===== src/rtl/branch_predict_resolve_unit_if.sv =====
// Pipeline-side bundle for the branch predict/resolve unit: IF lookup,
// EX resolution inputs, and flush/statistics outputs.
interface branch_predict_resolve_unit_if #(
  parameter int unsigned PC_WIDTH   = 32,
  parameter int unsigned STAT_WIDTH = 32
);
  logic [PC_WIDTH-1:0]   if_pc;
  logic                  if_is_branch;
  logic                  if_pred_taken;
  logic                  ex_valid;
  logic                  ex_branch;
  logic                  ex_jump;
  logic [2:0]            ex_funct3;
  logic                  zf;
  logic                  sf;
  logic                  vf;
  logic                  cf;
  logic [PC_WIDTH-1:0]   ex_pc;
  logic [PC_WIDTH-1:0]   ex_target;
  logic                  ex_pred_taken;
  logic                  ex_taken;
  logic                  mispredict;
  logic [PC_WIDTH-1:0]   redirect_pc;
  logic [STAT_WIDTH-1:0] branch_count;
  logic [STAT_WIDTH-1:0] mispredict_count;

  modport master (
    output if_pc, if_is_branch, ex_valid, ex_branch, ex_jump, ex_funct3,
           zf, sf, vf, cf, ex_pc, ex_target, ex_pred_taken,
    input  if_pred_taken, ex_taken, mispredict, redirect_pc,
           branch_count, mispredict_count
  );

  modport slave (
    input  if_pc, if_is_branch, ex_valid, ex_branch, ex_jump, ex_funct3,
           zf, sf, vf, cf, ex_pc, ex_target, ex_pred_taken,
    output if_pred_taken, ex_taken, mispredict, redirect_pc,
           branch_count, mispredict_count
  );
endinterface


===== src/rtl/branch_predict_resolve_unit.sv =====
// BHT-based direction predictor in IF plus EX-stage branch/jump resolution,
// mispredict detection and saturating statistics.
module branch_predict_resolve_unit #(
  parameter int unsigned PC_WIDTH     = 32,
  parameter int unsigned BHT_ENTRIES  = 64,
  parameter int unsigned INDEX_BITS   = $clog2(BHT_ENTRIES),
  parameter logic [1:0]  COUNTER_INIT = 2'b01,
  parameter int unsigned STAT_WIDTH   = 32
) (
  input logic clk,
  input logic rst,
  branch_predict_resolve_unit_if.slave bus
);

  logic [1:0]            r_bht [BHT_ENTRIES];
  logic [STAT_WIDTH-1:0] r_branch_count;
  logic [STAT_WIDTH-1:0] r_mispredict_count;

  logic [INDEX_BITS-1:0] w_if_idx;
  logic [INDEX_BITS-1:0] w_ex_idx;
  logic                  w_cond;
  logic                  w_legal;
  logic                  w_taken;
  logic                  w_mispredict;
  logic                  w_update;
  logic [1:0]            w_ex_ctr;
  logic [1:0]            w_ex_ctr_next;

  assign w_if_idx = bus.if_pc[INDEX_BITS+1:2];
  assign w_ex_idx = bus.ex_pc[INDEX_BITS+1:2];

  always_comb begin
    w_cond  = 1'b0;
    w_legal = 1'b1;
    case (bus.ex_funct3)
      3'b000:  w_cond = bus.zf;
      3'b001:  w_cond = ~bus.zf;
      3'b100:  w_cond = bus.sf != bus.vf;
      3'b101:  w_cond = bus.sf == bus.vf;
      3'b110:  w_cond = ~bus.cf;
      3'b111:  w_cond = bus.cf;
      default: w_legal = 1'b0;
    endcase
  end

  // Branch decode takes priority when both ex_branch and ex_jump are set.
  always_comb begin
    w_taken = 1'b0;
    if (bus.ex_valid) begin
      if (bus.ex_branch)    w_taken = w_cond & w_legal;
      else if (bus.ex_jump) w_taken = 1'b1;
    end
  end

  assign w_mispredict = bus.ex_valid & (bus.ex_branch | bus.ex_jump) &
                        (w_taken != bus.ex_pred_taken);
  assign w_update     = bus.ex_valid & bus.ex_branch & w_legal;

  assign w_ex_ctr = r_bht[w_ex_idx];

  always_comb begin
    w_ex_ctr_next = w_ex_ctr;
    if (w_taken) begin
      if (w_ex_ctr != 2'b11) w_ex_ctr_next = w_ex_ctr + 2'b01;
    end else begin
      if (w_ex_ctr != 2'b00) w_ex_ctr_next = w_ex_ctr - 2'b01;
    end
  end

  always_ff @(posedge clk) begin
    if (rst) begin
      for (int i = 0; i < int'(BHT_ENTRIES); i++) r_bht[i] <= COUNTER_INIT;
      r_branch_count     <= '0;
      r_mispredict_count <= '0;
    end else begin
      if (w_update) r_bht[w_ex_idx] <= w_ex_ctr_next;
      if (w_update && r_branch_count != '1) r_branch_count <= r_branch_count + 1'b1;
      if (w_mispredict && r_mispredict_count != '1) begin
        r_mispredict_count <= r_mispredict_count + 1'b1;
      end
    end
  end

  // No write bypass: a same-cycle update becomes visible to IF next cycle.
  assign bus.if_pred_taken    = bus.if_is_branch & r_bht[w_if_idx][1];
  assign bus.ex_taken         = w_taken;
  assign bus.mispredict       = w_mispredict;
  assign bus.redirect_pc      = w_taken ? bus.ex_target : bus.ex_pc + PC_WIDTH'(4);
  assign bus.branch_count     = r_branch_count;
  assign bus.mispredict_count = r_mispredict_count;

endmodule


===== src/flat_wrapper.sv =====
// flat-port wrapper written by rule: the top's interface ports become plain ports
module branch_predict_resolve_unit_flat 
#(
  parameter int unsigned PC_WIDTH     = 32,
  parameter int unsigned BHT_ENTRIES  = 64,
  parameter int unsigned INDEX_BITS   = $clog2(BHT_ENTRIES),
  parameter logic [1:0]  COUNTER_INIT = 2'b01,
  parameter int unsigned STAT_WIDTH   = 32
)
  (clk, rst, bus_if_pc, bus_if_is_branch, bus_ex_valid, bus_ex_branch, bus_ex_jump, bus_ex_funct3, bus_zf, bus_sf, bus_vf, bus_cf, bus_ex_pc, bus_ex_target, bus_ex_pred_taken, bus_if_pred_taken, bus_ex_taken, bus_mispredict, bus_redirect_pc, bus_branch_count, bus_mispredict_count);
  branch_predict_resolve_unit_if #(.PC_WIDTH(PC_WIDTH), .STAT_WIDTH(STAT_WIDTH)) bus_i ();
  input logic clk;
  input logic rst;
  input wire logic [$bits(bus_i.if_pc)-1:0] bus_if_pc;
  input wire logic [$bits(bus_i.if_is_branch)-1:0] bus_if_is_branch;
  input wire logic [$bits(bus_i.ex_valid)-1:0] bus_ex_valid;
  input wire logic [$bits(bus_i.ex_branch)-1:0] bus_ex_branch;
  input wire logic [$bits(bus_i.ex_jump)-1:0] bus_ex_jump;
  input wire logic [$bits(bus_i.ex_funct3)-1:0] bus_ex_funct3;
  input wire logic [$bits(bus_i.zf)-1:0] bus_zf;
  input wire logic [$bits(bus_i.sf)-1:0] bus_sf;
  input wire logic [$bits(bus_i.vf)-1:0] bus_vf;
  input wire logic [$bits(bus_i.cf)-1:0] bus_cf;
  input wire logic [$bits(bus_i.ex_pc)-1:0] bus_ex_pc;
  input wire logic [$bits(bus_i.ex_target)-1:0] bus_ex_target;
  input wire logic [$bits(bus_i.ex_pred_taken)-1:0] bus_ex_pred_taken;
  output wire logic [$bits(bus_i.if_pred_taken)-1:0] bus_if_pred_taken;
  output wire logic [$bits(bus_i.ex_taken)-1:0] bus_ex_taken;
  output wire logic [$bits(bus_i.mispredict)-1:0] bus_mispredict;
  output wire logic [$bits(bus_i.redirect_pc)-1:0] bus_redirect_pc;
  output wire logic [$bits(bus_i.branch_count)-1:0] bus_branch_count;
  output wire logic [$bits(bus_i.mispredict_count)-1:0] bus_mispredict_count;
  assign bus_i.if_pc = bus_if_pc;
  assign bus_i.if_is_branch = bus_if_is_branch;
  assign bus_i.ex_valid = bus_ex_valid;
  assign bus_i.ex_branch = bus_ex_branch;
  assign bus_i.ex_jump = bus_ex_jump;
  assign bus_i.ex_funct3 = bus_ex_funct3;
  assign bus_i.zf = bus_zf;
  assign bus_i.sf = bus_sf;
  assign bus_i.vf = bus_vf;
  assign bus_i.cf = bus_cf;
  assign bus_i.ex_pc = bus_ex_pc;
  assign bus_i.ex_target = bus_ex_target;
  assign bus_i.ex_pred_taken = bus_ex_pred_taken;
  assign bus_if_pred_taken = bus_i.if_pred_taken;
  assign bus_ex_taken = bus_i.ex_taken;
  assign bus_mispredict = bus_i.mispredict;
  assign bus_redirect_pc = bus_i.redirect_pc;
  assign bus_branch_count = bus_i.branch_count;
  assign bus_mispredict_count = bus_i.mispredict_count;
  branch_predict_resolve_unit #(.PC_WIDTH(PC_WIDTH), .BHT_ENTRIES(BHT_ENTRIES), .INDEX_BITS(INDEX_BITS), .COUNTER_INIT(COUNTER_INIT), .STAT_WIDTH(STAT_WIDTH)) u_core (.clk(clk), .rst(rst), .bus(bus_i));
endmodule

===== config.mk =====
export PLATFORM = sky130hd
export DESIGN_NAME = branch_predict_resolve_unit_flat
export DESIGN_NICKNAME = d
export VERILOG_FILES = /design/src/rtl/branch_predict_resolve_unit_if.sv /design/src/rtl/branch_predict_resolve_unit.sv /design/src/flat_wrapper.sv
export SDC_FILE = /design/constraint.sdc
export NUM_CORES = 1
export LEC_CHECK = 0
export CAP_MARGIN = 20
export CORE_UTILIZATION = 30
export CTS_CLUSTER_SIZE = 24
export DETAILED_ROUTE_END_ITERATION = 10
export PLACE_DENSITY = 0.47
export SLEW_MARGIN = 20
export SYNTH_ARGS = -nofsm -noshare
export SYNTH_HDL_FRONTEND = slang
export SYNTH_SLANG_ARGS = --single-unit

===== constraint.sdc =====
create_clock -name clk -period 5.3 [get_ports clk]
set_clock_uncertainty 0.2 [all_clocks]
set_input_delay 1.325 -clock clk [delete_from_list [all_inputs] [get_ports clk]]
set_output_delay 1.325 -clock clk [all_outputs]
set_load 0.1 [all_outputs]

Word-level counts from Yosys, hierarchy flattened
Memories as Yosys holds them, arrays and structs flattened. Index checks and enable logic that the tools add are counted.

Bits in registers: 64. Bits in latches: 0. Bits in writable memories: 128. Memory bits (read-only): 0. Input bits: 110. Output and inout port bits: 99. Word-level logic and storage cells: 51. Memories kept: 1.

Add/sub/neg operators: 5. $mul: 0. Divide/modulo/power cells: 0. Order comparisons: 0. Equality and inequality tests: 11. Shift operators: 0. Muxes and demuxes: 17. Bitwise operators: 9. Reduce and logical (&&, ||, !) cells: 6.

Memories: u_core.r_bht (depth 64, bits a word 2, read ports 2, clocked after memory_dff 0, wr ports 64, line branch_predict_resolve_unit.sv:15) `logic [1:0] r_bht [BHT_ENTRIES];`.

Operators by type and width (number): $add A32 B1 Y32 const B (2); $ne A32 B32 Y1 const B (2); $add A32 B3 Y32 const B (1); $mux W32 (1); $eq A3 B3 Y1 const B (4); $mux W1 (10); $mux W2 (4); $and A1 B1 Y1 (6); $mux W6 (1); $pmux W1 S6 (1); $reduce_or A6 Y1 (1); $eq A3 B1 Y1 const B (1); $logic_not A3 Y1 (1); $add A2 B1 Y2 const B (1); $logic_and A1 B1 Y1 (2); $ne A1 B1 Y1 (2); $ne A2 B2 Y1 const B (1); $not A1 Y1 (2); $reduce_bool A2 Y1 (1); $reduce_or A2 Y1 (1); $sub A2 B1 Y2 const B (1); $eq A1 B1 Y1 (1); $or A1 B1 Y1 (1).

Depth between registers and ports, before layout
Gate-level depths: netlist (run 1).

Depth after elaboration: 9. Mapped depth: 13. Mapped depth without buffers: 8.

Worst setup path before layout (run 1)
OpenSTA, ideal clock, no wires.

Path kind: in2out. Start: input port bus_ex_pc[4]. End: output port bus_redirect_pc[18]. Data arrival time: 5.079 ns. Required time: 3.775 ns. Path slack: -1.304 ns. Stages: 9. Path buffers: 3. Cell sequence: buf_2 -> buf_4 -> buf_4 -> nand4_1 -> nor4_1 -> and3_1 -> nand4_1 -> xor2_1 -> o21ai_0.

Word-level cells in the longest chain between the ends: 2.

RTL lines: from (decl) (line flat_wrapper.sv:24) `input wire logic [$bits(bus_i.ex_pc)-1:0] bus_ex_pc;`; $add A32 B3 Y32 (line branch_predict_resolve_unit.sv:88) `assign bus.redirect_pc = w_taken ? bus.ex_target : bus.ex_pc + PC_WIDTH'(4);`; $mux W32 (line branch_predict_resolve_unit.sv:88); to (decl) (line flat_wrapper.sv:30) `output wire logic [$bits(bus_i.redirect_pc)-1:0] bus_redirect_pc;`.

Every way passes these cells.

Worst setup path after layout (run 1)
Start: input port bus_if_pc[3]. End: output port bus_if_pred_taken.

Word-level cells in the longest chain between the ends: 2.

RTL lines: from (decl) (line flat_wrapper.sv:14) `input wire logic [$bits(bus_i.if_pc)-1:0] bus_if_pc;`; $mem_v2 Z64 W2; $and A1 B1 Y1 (line branch_predict_resolve_unit.sv:85) `assign bus.if_pred_taken = bus.if_is_branch & r_bht[w_if_idx][1];`; to (decl) (line flat_wrapper.sv:27) `output wire logic [$bits(bus_i.if_pred_taken)-1:0] bus_if_pred_taken;`.

Every way passes these cells.

==> metrics.md, run 1 <==
| Metric | Value |
|---|---|
| Status | finished clean |
| Main synth FF type | edfxtp_1 |
| Design Area, Final | 14600 µm² |
| Synth async-reset ratio | 0 |
| WP depth | 7 |
| Setup crit end kind | output port |
| Reg2Reg Capture Point | u_core.r_bht[60][0] |
| Max Cap Viol | 0 |
| Crit path top cell by count | mux4_2 |
| Syn Nets | 1263 |
| Slew HR | 0.305 |
| Inserted Clock Buffers | 17 |
| Sequential area share after synthesis | 0.460 |
| Max FO, Critical Path | 16 |
| CTS tree | done |
| Layout cells sized above 1 | 0.157 |
| Iter 0 DRT Violations | 561 |
| IO Pins | 209 |
| N_diodes | 0 |
| Cell area after synthesis | 11100 µm² |
| Clk slew on worst S/H paths | 80 ps |
| Fin. Hold Viols | 0 |
| Achievable Freq | 0.191 GHz |
| CP cell instances | clkdlybuf4s50_1 -> buf_12 -> mux4_2 -> mux4_2 -> mux4_2 -> and2_1 -> buf_12 |
| ANT nets after route | 0 |
| R2R Setup Slk | 2410 ps |
| GRT Overall Usage | 0.182 |
| Initial antenna violation count | 0 |
| Placement Rows | 70 |
| Hold WC Path Type | reg -> reg |
| Core area | 36500 µm² |
| Worst Path Buf+Inv | 3 |
| Worst skew pair latency | 450 ps |
| Synthesized instance count | 1150 |
| Area Overhead vs Synth | 30.8% |
| I/O Buffers | 182 |
| PD cells | 261 nW/µm² |
| Via-to-Cell Ratio | 5.11 |
| Final GP Congestion | 0.832 |
| Largest net degree at the start of global routing | 60 |
| Synth warn | 0 |
| Worst path max stage delay | 540 ps |
| Crit path from | bus_if_pc[3] |
| Path depth of the worst reg2reg path | 8 |
| CP required | 3770 ps |
| Total wire length | 34300 µm |
| Die Wd | 195 µm |
| Final worst path period need | 5240 ps |
| Die height | 195 µm |
| WHS | 327 ps |
| CP delay by family, top | multiplexers |
| Vias in the first global route | 9177 |
| CTS Sinks | 192 |
| Hpwl dp | 24000 µm |
| Wire per inst | 19.0 µm |
| Layout Nets | 1435 |
| Leak pwr | 4.76 nW |
| Final setup fails | 0 |
| EDFF count, synth | 128 |
| Clock root cell | clkbuf_16 |
| CP endpoint | bus_if_pred_taken |
| Most frequent cells in the layout | 154 x nor2_1, 142 x clkdlybuf4s50_1, 130 x nand2_1, 128 x edfxtp_1, 100 x nand3_1 |
| Global route overflow | 0 |
| Crit share post-route | 0.989 |
| RSZ-0062 raised after global routing | yes |
| CP Class | in -> out |
| Die ar. | 37900 µm² |
| Most common cell after layout, fill and taps aside | nor2_1 |
| H-tree levels | 4 |
| Slew @ Worst Pin | 1040 ps |
| Post-CTS Setup Inserts | 0 |
| Placed cell areas | 14000 µm² |
| Hold Path Stages | 2 |
| Final Max Tran Viols | 0 |
| Crit path max-delay cell type | mux4_2 |
| DRC viols | 0 |
| Syn_area_per_cell | 9.68 µm² |
| Maximum vdd drop | 0.000236 V |
| FF+latch count, synth | 192 |
| Startpoint Class | input port |
| Length of the first detailed-routing pass in iterations | 5 |
| Initial Utilization | 0.305 |
| Cell variety after synth | 65 |
| WP data arrival | 3720 ps |
| First-pass GRT wire length | 53600 µm |
| Deepest clock path buffer count | 2 |
| Via count | 9217 |
| Worst r2r src | u_core.r_bht[23][1] |
[per-stage QoR]
stage | utilization | setup slack [ps] | std cells | power, mW | TNS (ps)
after floorplan | - | -613 | 1150 | 2.19 | -3530
after detailed placement | 0.382 | -209 | 1771 | 2.50 | -209
after global placement | 0.382 | -193 | 1771 | 2.50 | -193
after CTS | 0.399 | 52.2 | 1803 | 3.84 | 0
final | 0.399 | 57.0 | 1803 | 3.80 | 0
after global routing | 0.399 | -7.29 | 1803 | 3.93 | -7.29
[routing by layer]
| metal | vias up | track usage | share of wire |
|---|---|---|---|
| met5 | - | 0 | 0 |
| met4 | 0 | 0.0409 | 0.012 |
| li1 | 4463 | - | - |
| met3 | 25 | 0.0380 | 0.058 |
| met2 | 244 | 0.293 | 0.47 |
| met1 | 4485 | 0.249 | 0.46 |
[cell families (layout without fill, tap and decap cells)]
kind of cell,Yosys count,after routing,synth area share
AO/OA/AOI/OAI,108,108,0.0621
multiplexers,65,65,0.0916
flip-flops,192,192,0.460
adder cells (fa/ha/maj),5,5,0.00528
buffers and inverters,99,284,0.0492
XOR/XNOR,84,84,0.0661
AND/OR/NAND/NOR,597,597,0.265
[worst min-delay path by stage]
stage               slack, ps                             from                              end
global route              370  u_core.bus.mispredict_count[21]  u_core.bus.mispredict_count[21]
finish                    330  u_core.bus.mispredict_count[21]  u_core.bus.mispredict_count[21]
detailed placement        320  u_core.bus.mispredict_count[21]  u_core.bus.mispredict_count[21]
floorplan                 750  u_core.bus.mispredict_count[21]  u_core.bus.mispredict_count[21]
global placement          290  u_core.bus.mispredict_count[21]  u_core.bus.mispredict_count[21]
CTS                       330  u_core.bus.mispredict_count[21]  u_core.bus.mispredict_count[21]
[layout make-up]
class / instances / area (µm²)
Sequential cell: 192 / 5120
Multi-Input combinational cell: 859 / 5580
Timing Repair Buffer: 232 / 2590
Clock buffer: 19 / 475
Tap cell: 468 / 586
Fill cell: 3571 / 22000
Clock inverter: 13 / 136
Inverter: 20 / 75.1
[power by group]
group / switching (mW) / total (mW) / internal (mW) / leakage, nW
Combinational: 0.523 / 0.827 / 0.304 / 2.79
Clock: 0.658 / 1.34 / 0.684 / 0.302
Sequential: 0.0171 / 1.63 / 1.62 / 1.66
[worst min-delay path: stages, from the launching register on]
cell and delay, ps:
dfxtp_1 340, o21ai_0 80, a21oi_1 60
[synthesized netlist by cell type (8+ instances only)]
library cell	n	area, µm²
a21oi_1	14	70.1
nor4_1	9	56.3
nor2_1	155	582
and4_1	8	70.1
buf_2	9	45.0
mux2i_1	22	220
nand2_1	130	488
o21ai_0	40	200
dfxtp_1	64	1280
inv_1	20	75.1
nand4_1	22	138
and3_1	18	113
edfxtp_1	128	3840
buf_4	8	60.1
or3_1	11	68.8
mux2_2	15	169
nor3_1	28	140
xor2_1	36	315
and2_1	8	50.1
nand3_1	100	500
nand2b_1	71	444
mux4_2	28	631
xnor2_1	48	420
buf_6	18	203
clkbuf_1	43	161
[state kept, by name, indices dropped and copies added (netlist names)]
name	count
u_core.bus.branch_count	32
u_core.bus.mispredict_count	32
u_core.r_bht	128
[timing repair]
item	4_1_cts	5_1_grt
setup endpoints to repair	1	1
gates resized for setup	1	1
hold buffers	0	0
No activity file was read; power rests on OpenSTA's default activity.
==> inputs of run 2 (changes only) <==
CTS_BUF_LIST = sky130_fd_sc_hd__clkbuf_16   (was unset)
CTS_CLUSTER_DIAMETER = 50   (was unset)
==> results of run 2 <==
The final DEF is identical to that of run 1; final timing and power are the same.
